## src/rtl/seq_ctrl_pkg.sv

```systemverilog
// seq_ctrl_pkg: shared definitions for the sequencer controller.
//   opcode_t   - instruction opcodes held in the instruction register
//   state_t    - controller state encoding (also exported on state_o)
//   addr_sel_t - memory address source select
//   alu_op_t   - ALU operation select
//   op_class_t - opcode class flags produced by seq_ctrl_dec
package seq_ctrl_pkg;

  typedef enum logic [5:0] {
    OP_NOP  = 6'h00,
    OP_LDA  = 6'h01,
    OP_STA  = 6'h02,
    OP_ADDI = 6'h03,
    OP_SUBI = 6'h04,
    OP_BRA  = 6'h05,
    OP_BRZ  = 6'h06,
    OP_PUSH = 6'h07,
    OP_POP  = 6'h08,
    OP_HLT  = 6'h3F
  } opcode_t;

  typedef enum logic [2:0] {
    S_IDLE   = 3'd0,
    S_FETCH  = 3'd1,
    S_DECODE = 3'd2,
    S_EXEC   = 3'd3,
    S_MEM    = 3'd4,
    S_HALT   = 3'd5
  } state_t;

  typedef enum logic [1:0] {
    ADDR_PC = 2'd0,
    ADDR_BA = 2'd1,
    ADDR_SP = 2'd2
  } addr_sel_t;

  typedef enum logic [1:0] {
    ALU_PASS = 2'd0,
    ALU_ADD  = 2'd1,
    ALU_SUB  = 2'd2
  } alu_op_t;

  typedef struct packed {
    logic single;   // NOP, ADDI, SUBI
    logic mem;      // LDA, STA, PUSH, POP
    logic branch;   // BRA, BRZ
    logic halt;     // HLT
    logic illegal;  // anything else
  } op_class_t;

  localparam int unsigned WAIT_W   = 8;
  localparam logic [WAIT_W-1:0] WAIT_MAX = '1;

endpackage

```

## src/rtl/seq_ctrl_dec.sv

```systemverilog
// seq_ctrl_dec: combinational opcode classifier.
//   opcode   in  6  instruction register opcode field
//   op_class out    one-hot class (single / mem / branch / halt / illegal)
module seq_ctrl_dec
  import seq_ctrl_pkg::*;
(
  input  logic [5:0] opcode,
  output op_class_t  op_class
);

  always_comb begin
    op_class = '0;
    case (opcode)
      OP_NOP, OP_ADDI, OP_SUBI:         op_class.single  = 1'b1;
      OP_LDA, OP_STA, OP_PUSH, OP_POP:  op_class.mem     = 1'b1;
      OP_BRA, OP_BRZ:                   op_class.branch  = 1'b1;
      OP_HLT:                           op_class.halt    = 1'b1;
      default:                          op_class.illegal = 1'b1;
    endcase
  end

endmodule

```

## src/rtl/seq_ctrl.sv

```systemverilog
// seq_ctrl: multi-cycle instruction sequencer (IDLE/FETCH/DECODE/EXEC/MEM/HALT).
//   clk, rst          clock, asynchronous active-low reset
//   start             leave IDLE
//   opcode, ra        instruction register fields
//   flag_z            ALU zero flag (BRZ condition)
//   mem_ready         memory acknowledge
//   ir_w, pc_inc, pc_load, mem_req, mem_we, addr_sel, acc_w, alu_op,
//   sp_inc, sp_dec    datapath controls, decoded from state/opcode/mem_ready
//   halted, illegal, bus_err   status (illegal and bus_err are sticky)
//   state_o           current state for debug
module seq_ctrl
  import seq_ctrl_pkg::*;
(
  input  logic       clk,
  input  logic       rst,
  input  logic       start,
  input  logic [5:0] opcode,
  input  logic       ra,
  input  logic       flag_z,
  input  logic       mem_ready,
  output logic       ir_w,
  output logic       pc_inc,
  output logic       pc_load,
  output logic       mem_req,
  output logic       mem_we,
  output logic [1:0] addr_sel,
  output logic [1:0] acc_w,
  output logic [1:0] alu_op,
  output logic       sp_inc,
  output logic       sp_dec,
  output logic       halted,
  output logic       illegal,
  output logic       bus_err,
  output logic [2:0] state_o
);

  state_t              state;
  logic [WAIT_W-1:0]   wait_cnt;
  op_class_t           cls;
  logic [1:0]          acc_sel;

  seq_ctrl_dec u_dec (
    .opcode   (opcode),
    .op_class (cls)
  );

  assign acc_sel = ra ? 2'b10 : 2'b01;

  // State, wait counter and sticky flags. The counter is cleared on every
  // transition into FETCH or MEM; a ready in the final count cycle completes.
  always_ff @(posedge clk or negedge rst) begin
    if (!rst) begin
      state    <= S_IDLE;
      wait_cnt <= '0;
      illegal  <= 1'b0;
      bus_err  <= 1'b0;
    end else begin
      case (state)
        S_IDLE: begin
          if (start) begin
            state    <= S_FETCH;
            wait_cnt <= '0;
          end
        end
        S_FETCH: begin
          if (mem_ready) begin
            state <= S_DECODE;
          end else if (wait_cnt == WAIT_MAX) begin
            bus_err <= 1'b1;
            state   <= S_HALT;
          end else begin
            wait_cnt <= wait_cnt + 1'b1;
          end
        end
        S_DECODE: state <= S_EXEC;
        S_EXEC: begin
          wait_cnt <= '0;
          if (cls.halt) begin
            state <= S_HALT;
          end else if (cls.mem) begin
            state <= S_MEM;
          end else begin
            state <= S_FETCH;
            if (cls.illegal) illegal <= 1'b1;
          end
        end
        S_MEM: begin
          if (mem_ready) begin
            state    <= S_FETCH;
            wait_cnt <= '0;
          end else if (wait_cnt == WAIT_MAX) begin
            bus_err <= 1'b1;
            state   <= S_HALT;
          end else begin
            wait_cnt <= wait_cnt + 1'b1;
          end
        end
        S_HALT:  state <= S_HALT;
        default: state <= S_IDLE;
      endcase
    end
  end

  assign state_o = state;
  assign halted  = (state == S_HALT);

  always_comb begin
    ir_w     = 1'b0;
    pc_inc   = 1'b0;
    pc_load  = 1'b0;
    mem_req  = 1'b0;
    mem_we   = 1'b0;
    addr_sel = ADDR_PC;
    acc_w    = '0;
    alu_op   = ALU_PASS;
    sp_inc   = 1'b0;
    sp_dec   = 1'b0;
    case (state)
      S_FETCH: begin
        mem_req = 1'b1;
        if (mem_ready) begin
          ir_w   = 1'b1;
          pc_inc = 1'b1;
        end
      end
      S_EXEC: begin
        if (cls.single) begin
          if (opcode == OP_ADDI) begin
            acc_w  = acc_sel;
            alu_op = ALU_ADD;
          end else if (opcode == OP_SUBI) begin
            acc_w  = acc_sel;
            alu_op = ALU_SUB;
          end
        end
        if (cls.branch) pc_load = (opcode == OP_BRA) | flag_z;
        if (opcode == OP_PUSH) sp_dec = 1'b1;
      end
      S_MEM: begin
        mem_req  = 1'b1;
        addr_sel = (opcode == OP_LDA || opcode == OP_STA) ? ADDR_BA : ADDR_SP;
        mem_we   = (opcode == OP_STA || opcode == OP_PUSH);
        if (mem_ready) begin
          if (opcode == OP_LDA || opcode == OP_POP) acc_w = acc_sel;
          if (opcode == OP_POP) sp_inc = 1'b1;
        end
      end
      default: ;
    endcase
  end

endmodule

```

## config.mk

```make
export PLATFORM = sky130hd
export DESIGN_NAME = seq_ctrl
export DESIGN_NICKNAME = d
export VERILOG_FILES = /design/src/rtl/seq_ctrl_pkg.sv /design/src/rtl/seq_ctrl_dec.sv /design/src/rtl/seq_ctrl.sv
export SDC_FILE = /design/constraint.sdc
export NUM_CORES = 1
export LEC_CHECK = 0
export ABC_CLOCK_PERIOD_IN_PS = 1900
export CORE_UTILIZATION = 47
export CTS_BUF_LIST = sky130_fd_sc_hd__clkbuf_8 sky130_fd_sc_hd__clkbuf_16
export DETAILED_ROUTE_END_ITERATION = 10
export GPL_TIMING_DRIVEN = 0
export PLACE_DENSITY = 0.82
export RECOVER_POWER = 25
export SYNTH_ARGS = -nofsm -noshare
export SYNTH_HDL_FRONTEND = slang
export SYNTH_SLANG_ARGS = --single-unit
```

## constraint.sdc

```tcl
create_clock -name clk -period 1.9 [get_ports clk]
set_input_delay 0.285 -clock clk [delete_from_list [all_inputs] [get_ports clk]]
set_output_delay 0.285 -clock clk [all_outputs]
set_load 0.005 [all_outputs]
```

Word-level counts from Yosys, hierarchy flattened
Cells that the tools add are included.
Word-level totals
  bits in registers: 13
  latch bits: 0
  bits in writable memories: 0
  ROM bits: 0
  bits of input ports: 12
  memories: 0
Cells by class
  add/subtract/negate cells: 1
  multipliers: 0
  div/mod/pow operators: 0
  order comparisons: 0
  eq/ne operators: 17
  shift operators: 0
  multiplexer cells: 40
  bitwise operators: 5
  reduce and logical (&&, ||, !) cells: 14
Operators by type and width (count)
  8-bit 2-to-1 mux: 4
  8-bit one-hot mux with 4 select lines: 1
  6-bit by 3-bit equality test with 1-bit output (second input constant): 4
  2-bit 2-to-1 mux: 12
  3-bit 2-to-1 mux: 6
  3-bit one-hot mux with 6 select lines: 1
  1-bit 2-to-1 mux: 15
  6-bit by 2-bit equality test with 1-bit output (second input constant): 2
  10-bit OR reduction: 1
  8-bit by 1-bit adder with 8-bit output (second input constant): 1
  8-bit equality test (second input constant): 1
  3-bit by 2-bit equality test with 1-bit output (second input constant): 2
  3-bit equality test (second input constant): 2
  6-bit by 1-bit equality test with 1-bit output (second input constant): 1
  6-bit by 4-bit equality test with 1-bit output (second input constant): 1
  6-bit equality test (second input constant): 1
  6-bit zero test: 1
  3-bit AND reduction: 2
  2-bit != test (second input constant): 2
  1-bit NOT: 4
  2-bit one-hot mux with 2 select lines: 1
  4-bit AND reduction: 1
  4-bit nonzero test: 1
  2-bit OR reduction: 2
  6 further kinds: 8

Logic depth before layout (Yosys ltp)
Gate-level depths: netlist (run 1).
  depth in word-level cells: 6
  gate-level depth with buffers: 6

By module
A second synthesis (run 1) with hierarchy kept.
Unflattened totals
  cells, all modules: 136
  area, all modules: 1099.8 um^2
By module, submodules not included
  seq_ctrl: times used 1, cells an instance 120, area each 998.5 um^2
  seq_ctrl_dec: times used 1, cells an instance 16, area each 101.3 um^2

Least setup slack after synthesis (run 1)
OpenSTA, ideal clock, no wires.
  path type: reg2reg
  start: register state[0] (netlist: state_o[0])
  end: register wait_cnt[4]
  setup time: 78 ps
  arrival: 1595 ps
  required time: 1822 ps
  setup slack: 227 ps
  stages on the path, launching flop included: 6
  buffers on the path: 2
  path through: dfrtp_1 buf_6 o32a_1 buf_6 or4_1 a21oi_1
Between the ends
  longest elaborated chain between the ends: 3
  elaborated cells between the ends (all ways): 9
  those cells by class: eq/ne (5); mux (1); reduce/logical (3)
RTL lines
  start: declaration: line seq_ctrl.sv:37  | state_t state;
  start signal: assignment: line seq_ctrl.sv:53  | state <= S_IDLE;
  start signal: assignment: line seq_ctrl.sv:61  | state <= S_FETCH;
  start signal: assignment: line seq_ctrl.sv:67  | state <= S_DECODE;
  3-bit equality test, or another cell as far along: line seq_ctrl.sv:58  | case (state)
  4-bit nonzero test (no line) or 2-bit != test (tied branches)
  3-bit AND reduction (no line)
  end signal: assignment: line seq_ctrl.sv:72  | wait_cnt <= wait_cnt + 1'b1;
  end signal: assignment: line seq_ctrl.sv:95  | wait_cnt <= wait_cnt + 1'b1;
  end: declaration: line seq_ctrl.sv:38  | logic [WAIT_W-1:0] wait_cnt;
Parallel ways exist; a longest one is shown, timed or not.
A chain may end at the register's enable or synchronous reset.

Worst setup path after layout (run 1)
  start: register state[0] (netlist: state_o[0])
  end: register wait_cnt[2]
The elaborated chain is that of the path after synthesis.

==> run_results.csv, run 1 <==
group,metric,value,unit
min_path,hold_class,"reg2reg",
clock_tree,root_buffer,"clkbuf_8",
synth,synth.most_common_cell,"dfrtp_1",
worst_setup_path,worstPathRequired,2.00,ns
synth,synth_cell_types,48,
drt,drtPass1Iterations,5,
floorplan,rows,16,
synth,synth-seq-area-share,30.6,%
power,p_int,0.953,mW
power,pwr-share-seq,24.7,%
clock_tree,cts-buffers-inserted,3,
power,powerDensity,975,nW/um^2
synth,synth_nets,145,
synth,synth_area,1060,um^2
cells_and_area,drive_gt1_share,30.6,%
cells_and_area,fillers,131,
synth,synthFlopType,"dfrtp_1",
synth,syn_area_per_cell,8.06,um^2
global_routing,overflow,0,
power,p_clk_share,15.6,%
place,dp.cells,187,
run_status,outcome,"finished, violations left",
power,totalPowerFinal,1.59,mW
global_routing,grt_pass1_vias,1165,
sta,hold_violations,0,
sta,finalSetupTns,-0.101,ns
sta,fmaxAchievable,0.515,GHz
synth,synth_seq_cells,13,
drt,drcViolationCount,0,
run_status,violations,"negative setup slack",
cells_and_area,num_antenna_cells,0,
cells_and_area,syn_to_final_growth,53.6,%
drt,drt_wl_total,3.40,mm
sta,maxSlewViolCount,0,
floorplan,start_util,52.1,%
cells_and_area,stdcell_count,207,
job,maxCapViolations,0,
global_routing,grt.total_usage,27.2,%
synth,synth_top_area_share,30.6,%
power,leakage,0.727,nW
place,place_congestion,0.922,
sta,period_minus_slack,1.94,ns
clock_tree,clock_path_buffers,2,
power,swShare,40.2,%
drt,vias,1253,
clock_tree,cts_sinks,13,
worst_setup_path,end_kind,"flop",
worst_setup_path,path_max_fanout,6,
cells_and_area,num-nets-final,194,
sta,tightest_slew,0.641,ns
clock_tree,h-tree-depth,1,
synth,synthArstFlopShare,100,%
synth,postSynthCellCount,132,
sta,min_period_over_period,102,%
sta,rsz0062_at_grt,"yes",
floorplan,num_io_pins,31,
drt,drtAntennaViolNets,0,
sta,relSlewSlack,57.1,%
global_routing,grt_max_degree,14,
drt,drt-vias-per-instance,6.05,
floorplan,die_w,49.6,um
global_routing,antenna_found_initial,0,
power,p_comb_share,59.7,%
drt,wire_per_inst,16.4,um
clock_tree,cts_tree,"built",
worst_setup_path,crit_type,"reg2reg",
synth,synth_area_leaders,"dfrtp_1 (31%), a21oi_1 (5.6%), o31ai_1 (4.2%)",
worst_setup_path,start_kind,"flop",
sta,layout_setup_ws,-0.0408,ns
place,place.detailed.hpwl,1.98,mm
clock_tree,clk_pin_slew,0.06,ns
floorplan,core-area,2040,um^2
synth,synth_enable_flop_cells,0,
drt,first_iter_violations,66,
sta,setup_viol,3,
floorplan,die_area,2460,um^2
synth,synthTopCellsByCount,"dfrtp_1 (13), a21oi_1 (12), nand2_1 (9), nor2_1 (9)",
synth,yosysWarnings,0,
global_routing,grt_pass1_wl,5.16,mm
power,p_sw,0.641,mW
clock_tree,clk_latency,0.24,ns
worst_setup_path,arrival,2.04,ns
floorplan,die_height,49.6,um
sta,clock-skew-final,0.00411,ns
power,vdd_ir_drop_max,0.590,mV
place,port_buffers,28,
synth,yosysTopAreaCell,"dfrtp_1",
[power groups by stage]
stage	combinational, mW	sequential (mW)	clock [mW]
6_report	0.951	0.393	0.249
5_1_grt	1.02	0.402	0.262
4_1_cts	0.830	0.375	0.249
3_5_place_dp	0.673	0.382	0
3_3_place_gp	0.657	0.381	0
2_1_floorplan	0.438	0.375	0
[layout make-up]
class                      count  area, um^2  area share, %
buffer                         9        75.1           4.59
clock buffer                   3        41.3           2.53
clock inverter                 1        3.75          0.230
inverter                       5        18.8           1.15
multi-input combinational    103         738           45.2
sequential                    13         327           20.0
tap                           27        33.8           2.07
timing repair buffer          46         397           24.3
[critical path, stage by stage (launching register included)]
cell,delay [ns]
dfrtp_2,0.45
and3b_2,0.24
buf_4,0.15
buf_4,0.12
buf_4,0.13
inv_1,0.08
nand2_1,0.20
o41ai_1,0.42
[cell usage in the layout (no fill, tap or decap), types with 5 or more instances in the layout]
master	count
buf_4	20
clkdlybuf4s50_1	8
inv_1	6
o31ai_1	5
nand2_1	8
nand3_1	7
dlygate4sd2_1	14
dfrtp_1	12
a21oi_1	10
nor2_1	8
[flip-flops by register name, summed over array words and instances (netlist names)]
register  count
wait_cnt      8
bus_err       1
illegal       1
state_o       3
[repair_timing]
action,4_1_cts,5_1_grt
setup buffers,12,7
pin swaps,13,6
hold buffers,0,0
setup endpoints to repair,14,13
gates resized for setup,37,17
endpoints found under the hold margin,0,0
cloned,0,0
[path summary, 6_finish.rpt]
path / cells past startpoint / from / slack (ns) / to
worst max-delay path: 7 / state_o[0] / -0.04 / wait_cnt[2]
worst min-delay path: 1 / bus_err / 0.46 / bus_err
worst max register to register: 7 / state_o[0] / -0.04 / wait_cnt[2]
worst min register to register: 1 / bus_err / 0.46 / bus_err
max in group asynchronous: 1 / rst / 0.95 / state_o[0]
min in group asynchronous: 1 / rst / 0.50 / wait_cnt[2]
[layer usage]
metal / wire, um / track usage [%]
met2: 1600 / 42.8
met5: 0 / 0
met4: 98 / 12.4
met1: 1440 / 36.2
met3: 262 / 4.63
[cell families (layout without fill, tap and decap cells)]
kind of cell / count (synthesis) / after routing / share of synthesized area [%]
XOR/XNOR: 3 / 3 / 2.47
buffers and inverters: 16 / 64 / 8.23
AO/OA/AOI/OAI: 37 / 37 / 23.5
AND/OR/NAND/NOR: 60 / 60 / 32.0
adder cells (fa/ha/maj): 1 / 1 / 1.18
flip-flops: 13 / 13 / 30.6
multiplexers: 2 / 2 / 2.00
[stage by stage]
stage	setup slack, ns	hold WS (ns)	area [um^2]	utilization [%]
after CTS	-0.0813	0.449	1540	75.6
final	-0.0408	0.458	1630	80.0
after detailed placement	-0.663	0.443	1380	67.5
after floorplan	0.227	-0.0106	1060	-
after global routing	-0.106	0.484	1630	80.0
after global placement	-0.613	0.444	1380	67.5
Power figures use the tool's default switching activity.
==> run 2: changes to the inputs <==
--- a/config.mk
+++ b/config.mk
@@ -10,8 +10,10 @@
 export CTS_BUF_LIST = sky130_fd_sc_hd__clkbuf_8 sky130_fd_sc_hd__clkbuf_16
 export DETAILED_ROUTE_END_ITERATION = 10
 export GPL_TIMING_DRIVEN = 0
+export HOLD_SLACK_MARGIN = 0.05
 export PLACE_DENSITY = 0.82
 export RECOVER_POWER = 25
 export SYNTH_ARGS = -nofsm -noshare
 export SYNTH_HDL_FRONTEND = slang
+export SYNTH_HIERARCHICAL = 1
 export SYNTH_SLANG_ARGS = --single-unit
==> run 2 against run 1 <==
Against the previous run: the flow still finishes with violations (negative setup slack); design area increased by 2.6%; synthesized area increased by 3.4%; via count increased by 3.8%; first-iteration DRC count decreased by 36%; sequential share of layout area decreased by 0.58 points; critical endpoint is now acc_w[0]; largest cell class unchanged.
==> run_results.csv, run 2 <==
group,metric,value,unit
floorplan,start_util,49.7,%
floorplan,core-area,2210,um^2
cells_and_area,num_antenna_cells,0,
worst_setup_path,start_kind,"flop",
cells_and_area,fillers,159,
worst_setup_path,critical_path.cell_chain,"or3b_4 -> or4_4 -> o32a_1 -> nor2_1 -> buf_2",
sta,hold_violations,0,
synth,synth.most_common_cell,"nor2_1",
synth,synthTopCellsByCount,"nor2_1 (15), dfrtp_1 (13), a21oi_1 (11)",
worst_setup_path,critical_path.top_delay_family,"simple AND/OR/NAND/NOR gates",
floorplan,rows,17,
sta,fmaxAchievable,0.425,GHz
drt,wire_per_inst,16.8,um
drt,drcViolationCount,0,
sta,rsz0062_at_grt,"yes",
sta,maxSlewViolCount,0,
worst_setup_path,path_buf_inv,1,
sta,period_minus_slack,2.36,ns
drt,drtPass1Iterations,4,
clock_tree,cts_sinks,13,
job,maxCapViolations,0,
place,place_congestion,0.882,
worst_setup_path,cpPeakStageDelay,0.45,ns
clock_tree,clk_latency,0.24,ns
global_routing,antenna_found_initial,0,
cells_and_area,final_cell_mix,"nor2_1 (14), dfrtp_1 (13), buf_4 (11)",
clock_tree,root_buffer,"clkbuf_8",
sta,min_period_over_period,124,%
clock_tree,clk_pin_slew,0.06,ns
global_routing,grt_pass1_vias,1188,
synth,postSynthCellCount,136,
clock_tree,h-tree-depth,1,
synth,synth_seq_cells,13,
drt,vias,1300,
global_routing,grt_max_degree,15,
floorplan,die_height,50.4,um
sta,clock-skew-final,0.00122,ns
global_routing,grt.total_usage,26.6,%
sta,layout_setup_ws,-0.455,ns
cells_and_area,layout_commonest_cell,"nor2_1",
synth,synth-seq-area-share,29.6,%
synth,synthArstFlopShare,100,%
place,port_buffers,30,
clock_tree,clock_path_buffers,2,
cells_and_area,syn_to_final_growth,52.4,%
power,vdd_ir_drop_max,1.01,mV
synth,synth_area_leaders,"dfrtp_1 (30%), nor2_1 (5.1%), a21oi_1 (5.0%)",
power,leakage,0.696,nW
synth,synth_enable_flop_cells,0,
synth,synth_nets,149,
place,place.detailed.hpwl,2.14,mm
power,powerDensity,1040,nW/um^2
drt,drt_wl_total,3.53,mm
floorplan,die_area,2540,um^2
run_status,violations,"negative setup slack",
min_path,hold_class,"reg2reg",
clock_tree,cts_tree,"built",
global_routing,grt_pass1_wl,5.17,mm
floorplan,die_w,50.4,um
worst_setup_path,worstPathRequired,1.62,ns
run_status,outcome,"finished, violations left",
worst_setup_path,path_max_fanout,3,
cells_and_area,fin_util,75.8,%
sta,tightest_slew,0.601,ns
worst_setup_path,arrival,2.07,ns
cells_and_area,regMostFlops,"wait_cnt",
drt,drt-vias-per-instance,6.19,
sta,relSlewSlack,59.8,%
cells_and_area,design_area,1680,um^2
clock_tree,cts-buffers-inserted,3,
sta,setup_viol,7,
worst_setup_path,crit_type,"reg2out",
cells_and_area,drive_gt1_share,36.3,%
synth,synth_top_area_share,29.6,%
worst_setup_path,slowest_stage,"or4_4",
synth,synth_cell_types,47,
drt,first_iter_violations,42,
synth,synth_area,1100,um^2
synth,synthFlopType,"dfrtp_1",
cells_and_area,largest_reg_flops,8,
synth,yosysTopAreaCell,"dfrtp_1",
worst_setup_path,end_kind,"output port",
synth,syn_area_per_cell,8.09,um^2
synth,yosysWarnings,6,
cells_and_area,num-nets-final,196,
floorplan,num_io_pins,31,
global_routing,overflow,0,
drt,drtAntennaViolNets,0,
place,placed_area,1440,um^2
[run 2: cell count changes after synthesis, moves of 3 or more]
cell      previous run  this run
nor3_1               8         4
nor4_1               0         3
nor2b_1              3         6
nor2_1               9        15
nand2b_1             1         4
[run 2: cell families (layout without fill, tap and decap cells)]
kind of cell	count (synthesis)	after routing	synth area share (%)
simple gates	66	66	33.9
compound gates	36	36	23.2
flops	13	13	29.6
buf+inv	12	58	5.12
xor+xnor	4	4	3.19
mux	4	4	3.87
fa+ha+maj	1	1	1.14
[run 2: stage by stage]
| stage | total power [mW] | hold slack, ns | TNS (ns) | std cells | setup slack [ns] |
|---|---|---|---|---|---|
| floorplan | 0.872 | -0.0106 | -0.378 | 136 | -0.164 |
| global placement | 1.13 | 0.442 | -7.32 | 194 | -0.892 |
| detailed placement | 1.16 | 0.459 | -8.20 | 194 | -0.933 |
| CTS | 1.56 | 0.435 | -1.56 | 206 | -0.462 |
| global route | 1.84 | 0.491 | -1.84 | 210 | -0.502 |
| finish | 1.75 | 0.473 | -1.43 | 210 | -0.455 |
[run 2: per-layer routing]
| layer | part of all wire, % | global-route usage (%) | routed length, um |
|---|---|---|---|
| met2 | 49 | 45.6 | 1740 |
| met5 | 0 | 0 | 0 |
| met3 | 5.4 | 6.67 | 192 |
| met4 | 2.2 | 7.41 | 77 |
| met1 | 43 | 32.9 | 1520 |
[run 2: cell type report]
class / count / area, um^2 / share of cell area (%)
tap: 28 / 35.0 / 2.09
sequential: 13 / 325 / 19.4
inverter: 4 / 15.0 / 0.896
timing repair buffer: 44 / 365 / 21.8
multi-input combinational: 111 / 853 / 50.9
clock buffer: 3 / 41.3 / 2.46
buffer: 6 / 36.3 / 2.16
clock inverter: 1 / 5.00 / 0.299
[run 2: power by group]
group          switching [mW]  internal [mW]  leakage [nW]
logic                   0.544          0.567         0.500
registers              0.0483          0.336         0.170
clock network           0.106          0.145        0.0255
[run 2: path summary, 6_finish.rpt]
path                            start           to  slack, ns  cells past startpoint
min                           bus_err      bus_err       0.47                      1
min in group asynchronous         rst   state_o[2]       0.49                      1
max                        state_o[2]     acc_w[0]      -0.46                      5
max reg2reg                state_o[0]   state_o[0]      -0.06                      6
min reg2reg                   bus_err      bus_err       0.47                      1
max in group asynchronous         rst  wait_cnt[4]       1.03                      1
[run 2: what timing repair did]
item,CTS,global route
hold buffers,0,0
setup endpoints to repair,16,17
resized for setup,67,25
pin swaps,7,9
setup buffers,9,6
==> run 3: changes to the inputs <==
--- a/config.mk
+++ b/config.mk
@@ -5,7 +5,7 @@
 export SDC_FILE = /design/constraint.sdc
 export NUM_CORES = 1
 export LEC_CHECK = 0
-export ABC_CLOCK_PERIOD_IN_PS = 1900
+export ABC_CLOCK_PERIOD_IN_PS = 2410
 export CORE_UTILIZATION = 47
 export CTS_BUF_LIST = sky130_fd_sc_hd__clkbuf_8 sky130_fd_sc_hd__clkbuf_16
 export DETAILED_ROUTE_END_ITERATION = 10
==> constraint.sdc (replaced) <==
create_clock -name clk -period 2.41 [get_ports clk]
set_input_delay 0.3615 -clock clk [delete_from_list [all_inputs] [get_ports clk]]
set_output_delay 0.3615 -clock clk [all_outputs]
set_load 0.005 [all_outputs]
==> run 3 against run 2 <==
Against the previous run: the run still ends with negative setup slack left; register-to-register slack improved by 0.49 ns; design area shrank 10%; sequential share of layout area is 2.2 points higher; sequential power fell by 21%; die area unchanged; first-iteration DRC count unchanged; global-route usage fell by 1.3 points; clock skew hardly changed; largest cell class unchanged; highest routed layer unchanged.
==> run_results.csv, run 3 (synthesis results as in run 2) <==
group,metric,value,unit
drt,drcViolationCount,0,
job,maxCapViolations,0,
worst_setup_path,worstPathRequired,2.05,ns
worst_setup_path,path_max_fanout,3,
sta,rsz0062_at_grt,"yes",
sta,period_minus_slack,2.52,ns
global_routing,use_met3,5.76,%
global_routing,grt_pass1_wl,4.84,mm
sta,hold_violations,0,
clock_tree,cts_tree,"built",
power,totalPowerFinal,1.14,mW
sta,fmaxAchievable,0.397,GHz
worst_setup_path,critical_path.cell_chain,"or3b_4 -> or4_4 -> o32a_1 -> buf_4 -> nor2b_1 -> buf_2",
place,place_congestion,0.891,
worst_setup_path,end_kind,"output port",
drt,drt_wl_total,2.88,mm
global_routing,grt.total_usage,25.3,%
worst_setup_path,slowest_stage,"or4_4",
cells_and_area,regMostFlops,"wait_cnt",
floorplan,die_w,50.4,um
cells_and_area,final_cell_mix,"clkdlybuf4s50_1 (16), nor2_1 (15), dfrtp_1 (13)",
drt,vias,1201,
global_routing,met1_usage,32.8,%
clock_tree,clk_latency,0.25,ns
clock_tree,cts-buffers-inserted,3,
clock_tree,cts_sinks,13,
worst_setup_path,path_buf_inv,2,
sta,tightest_slew,0.606,ns
worst_setup_path,start_kind,"flop",
worst_setup_path,cpPeakStageDelay,0.43,ns
global_routing,use_met2,41.6,%
power,swShare,39.9,%
worst_setup_path,crit_type,"reg2out",
cells_and_area,syn_to_final_growth,36.9,%
global_routing,busiest_layer,"met2",
worst_setup_path,critical_path.top_delay_family,"simple AND/OR/NAND/NOR gates",
drt,drtPass1Iterations,4,
run_status,violations,"negative setup slack",
clock_tree,clock_path_buffers,2,
drt,first_iter_violations,42,
cells_and_area,drive_gt1_share,15.5,%
sta,clock-skew-final,0.00155,ns
clock_tree,root_buffer,"clkbuf_8",
cells_and_area,num_antenna_cells,0,
floorplan,rows,17,
place,place.detailed.hpwl,2.09,mm
power,p_sw,0.456,mW
clock_tree,clk_pin_slew,0.06,ns
run_status,outcome,"finished, violations left",
clock_tree,cts_hold_buf,0,
cells_and_area,layout_commonest_cell,"clkdlybuf4s50_1",
power,p_comb_share,56.3,%
global_routing,antenna_found_initial,0,
sta,maxSlewViolCount,0,
global_routing,overflow,0,
power,p_clk_share,17.2,%
floorplan,core-area,2210,um^2
power,p_int,0.687,mW
sta,setup_viol,2,
floorplan,die_area,2540,um^2
min_path,hold_class,"reg2reg",
floorplan,num_io_pins,31,
cells_and_area,num-nets-final,188,
cells_and_area,fin_util,68.0,%
drt,drt-vias-per-instance,5.95,
worst_setup_path,arrival,2.16,ns
global_routing,grt_pass1_vias,1105,
power,pwr-share-seq,26.6,%
power,powerDensity,760,nW/um^2
power,vdd_ir_drop_max,0.602,mV
cells_and_area,fillers,174,
floorplan,start_util,49.7,%
global_routing,grt_max_degree,15,
place,port_buffers,30,
power,leakage,0.600,nW
clock_tree,h-tree-depth,1,
floorplan,die_height,50.4,um
drt,wire_per_inst,14.2,um
drt,drtAntennaViolNets,0,
sta,min_period_over_period,105,%
sta,layout_setup_ws,-0.111,ns
sta,relSlewSlack,59.4,%
cells_and_area,largest_reg_flops,8,
-- run 3: worst paths after layout --
path | cells after the start | from | slack (ns) | to
min in group asynchronous | 1 | rst | 0.56 | state_o[1]
worst max-delay path | 6 | state_o[0] | -0.11 | acc_w[1]
worst min-delay path | 1 | bus_err | 0.46 | bus_err
worst min register to register | 1 | bus_err | 0.46 | bus_err
worst max register to register | 5 | state_o[1] | 0.43 | wait_cnt[4]
max in group asynchronous | 1 | rst | 1.45 | illegal
-- run 3: worst reg2reg max path, stage by stage (launching register included) --
cell      delay (ns)
dfrtp_1         0.37
buf_4           0.14
clkbuf_1        0.21
o32a_1          0.52
or4_1           0.51
a21oi_1         0.16
-- run 3: through the flow --
stage	hold slack (ns)	setup slack [ns]	cell area, um^2	instances	TNS [ns]
2_1_floorplan	0.0659	0.226	1100	136	0
3_3_place_gp	0.441	-0.578	1440	194	-2.38
3_5_place_dp	0.456	-0.641	1440	194	-2.92
4_1_cts	0.468	-0.133	1500	201	-0.133
5_1_grt	0.495	-0.152	1510	202	-0.250
6_report	0.462	-0.111	1510	202	-0.120
-- run 3: power by group through the flow --
stage          logic (mW)  registers, mW  clock network [mW]
2_1_floorplan       0.380          0.307                   0
3_3_place_gp        0.576          0.310                   0
3_5_place_dp        0.600          0.314                   0
4_1_cts             0.620          0.311               0.202
5_1_grt             0.700          0.313               0.214
6_report            0.643          0.304               0.196
-- run 3: area by class of cell --
| type | count | area, um^2 | area share (%) |
|---|---|---|---|
| multi-input cells | 111 | 729 | 48.5 |
| flip-flops and latches | 13 | 325 | 21.6 |
| repair buffers | 36 | 325 | 21.6 |
| clock buffers | 3 | 41.3 | 2.74 |
| well taps | 28 | 35.0 | 2.33 |
| plain buffers | 6 | 28.8 | 1.91 |
| inverters | 4 | 15.0 | 0.998 |
| clock inverters | 1 | 5.00 | 0.333 |
-- run 3: metal layers --
| metal | share of wire (%) | routed length [um] |
|---|---|---|
| met3 | 4.9 | 142 |
| met4 | 0.90 | 26 |
| met5 | 0 | 0 |
| met2 | 51 | 1480 |
| met1 | 43 | 1230 |
-- run 3: timing repair --
action,4_1_cts,5_1_grt
pin swaps,2,1
endpoints found under the setup margin,11,5
resized for setup,23,3
buffers inserted,4,2
gates cloned,0,0
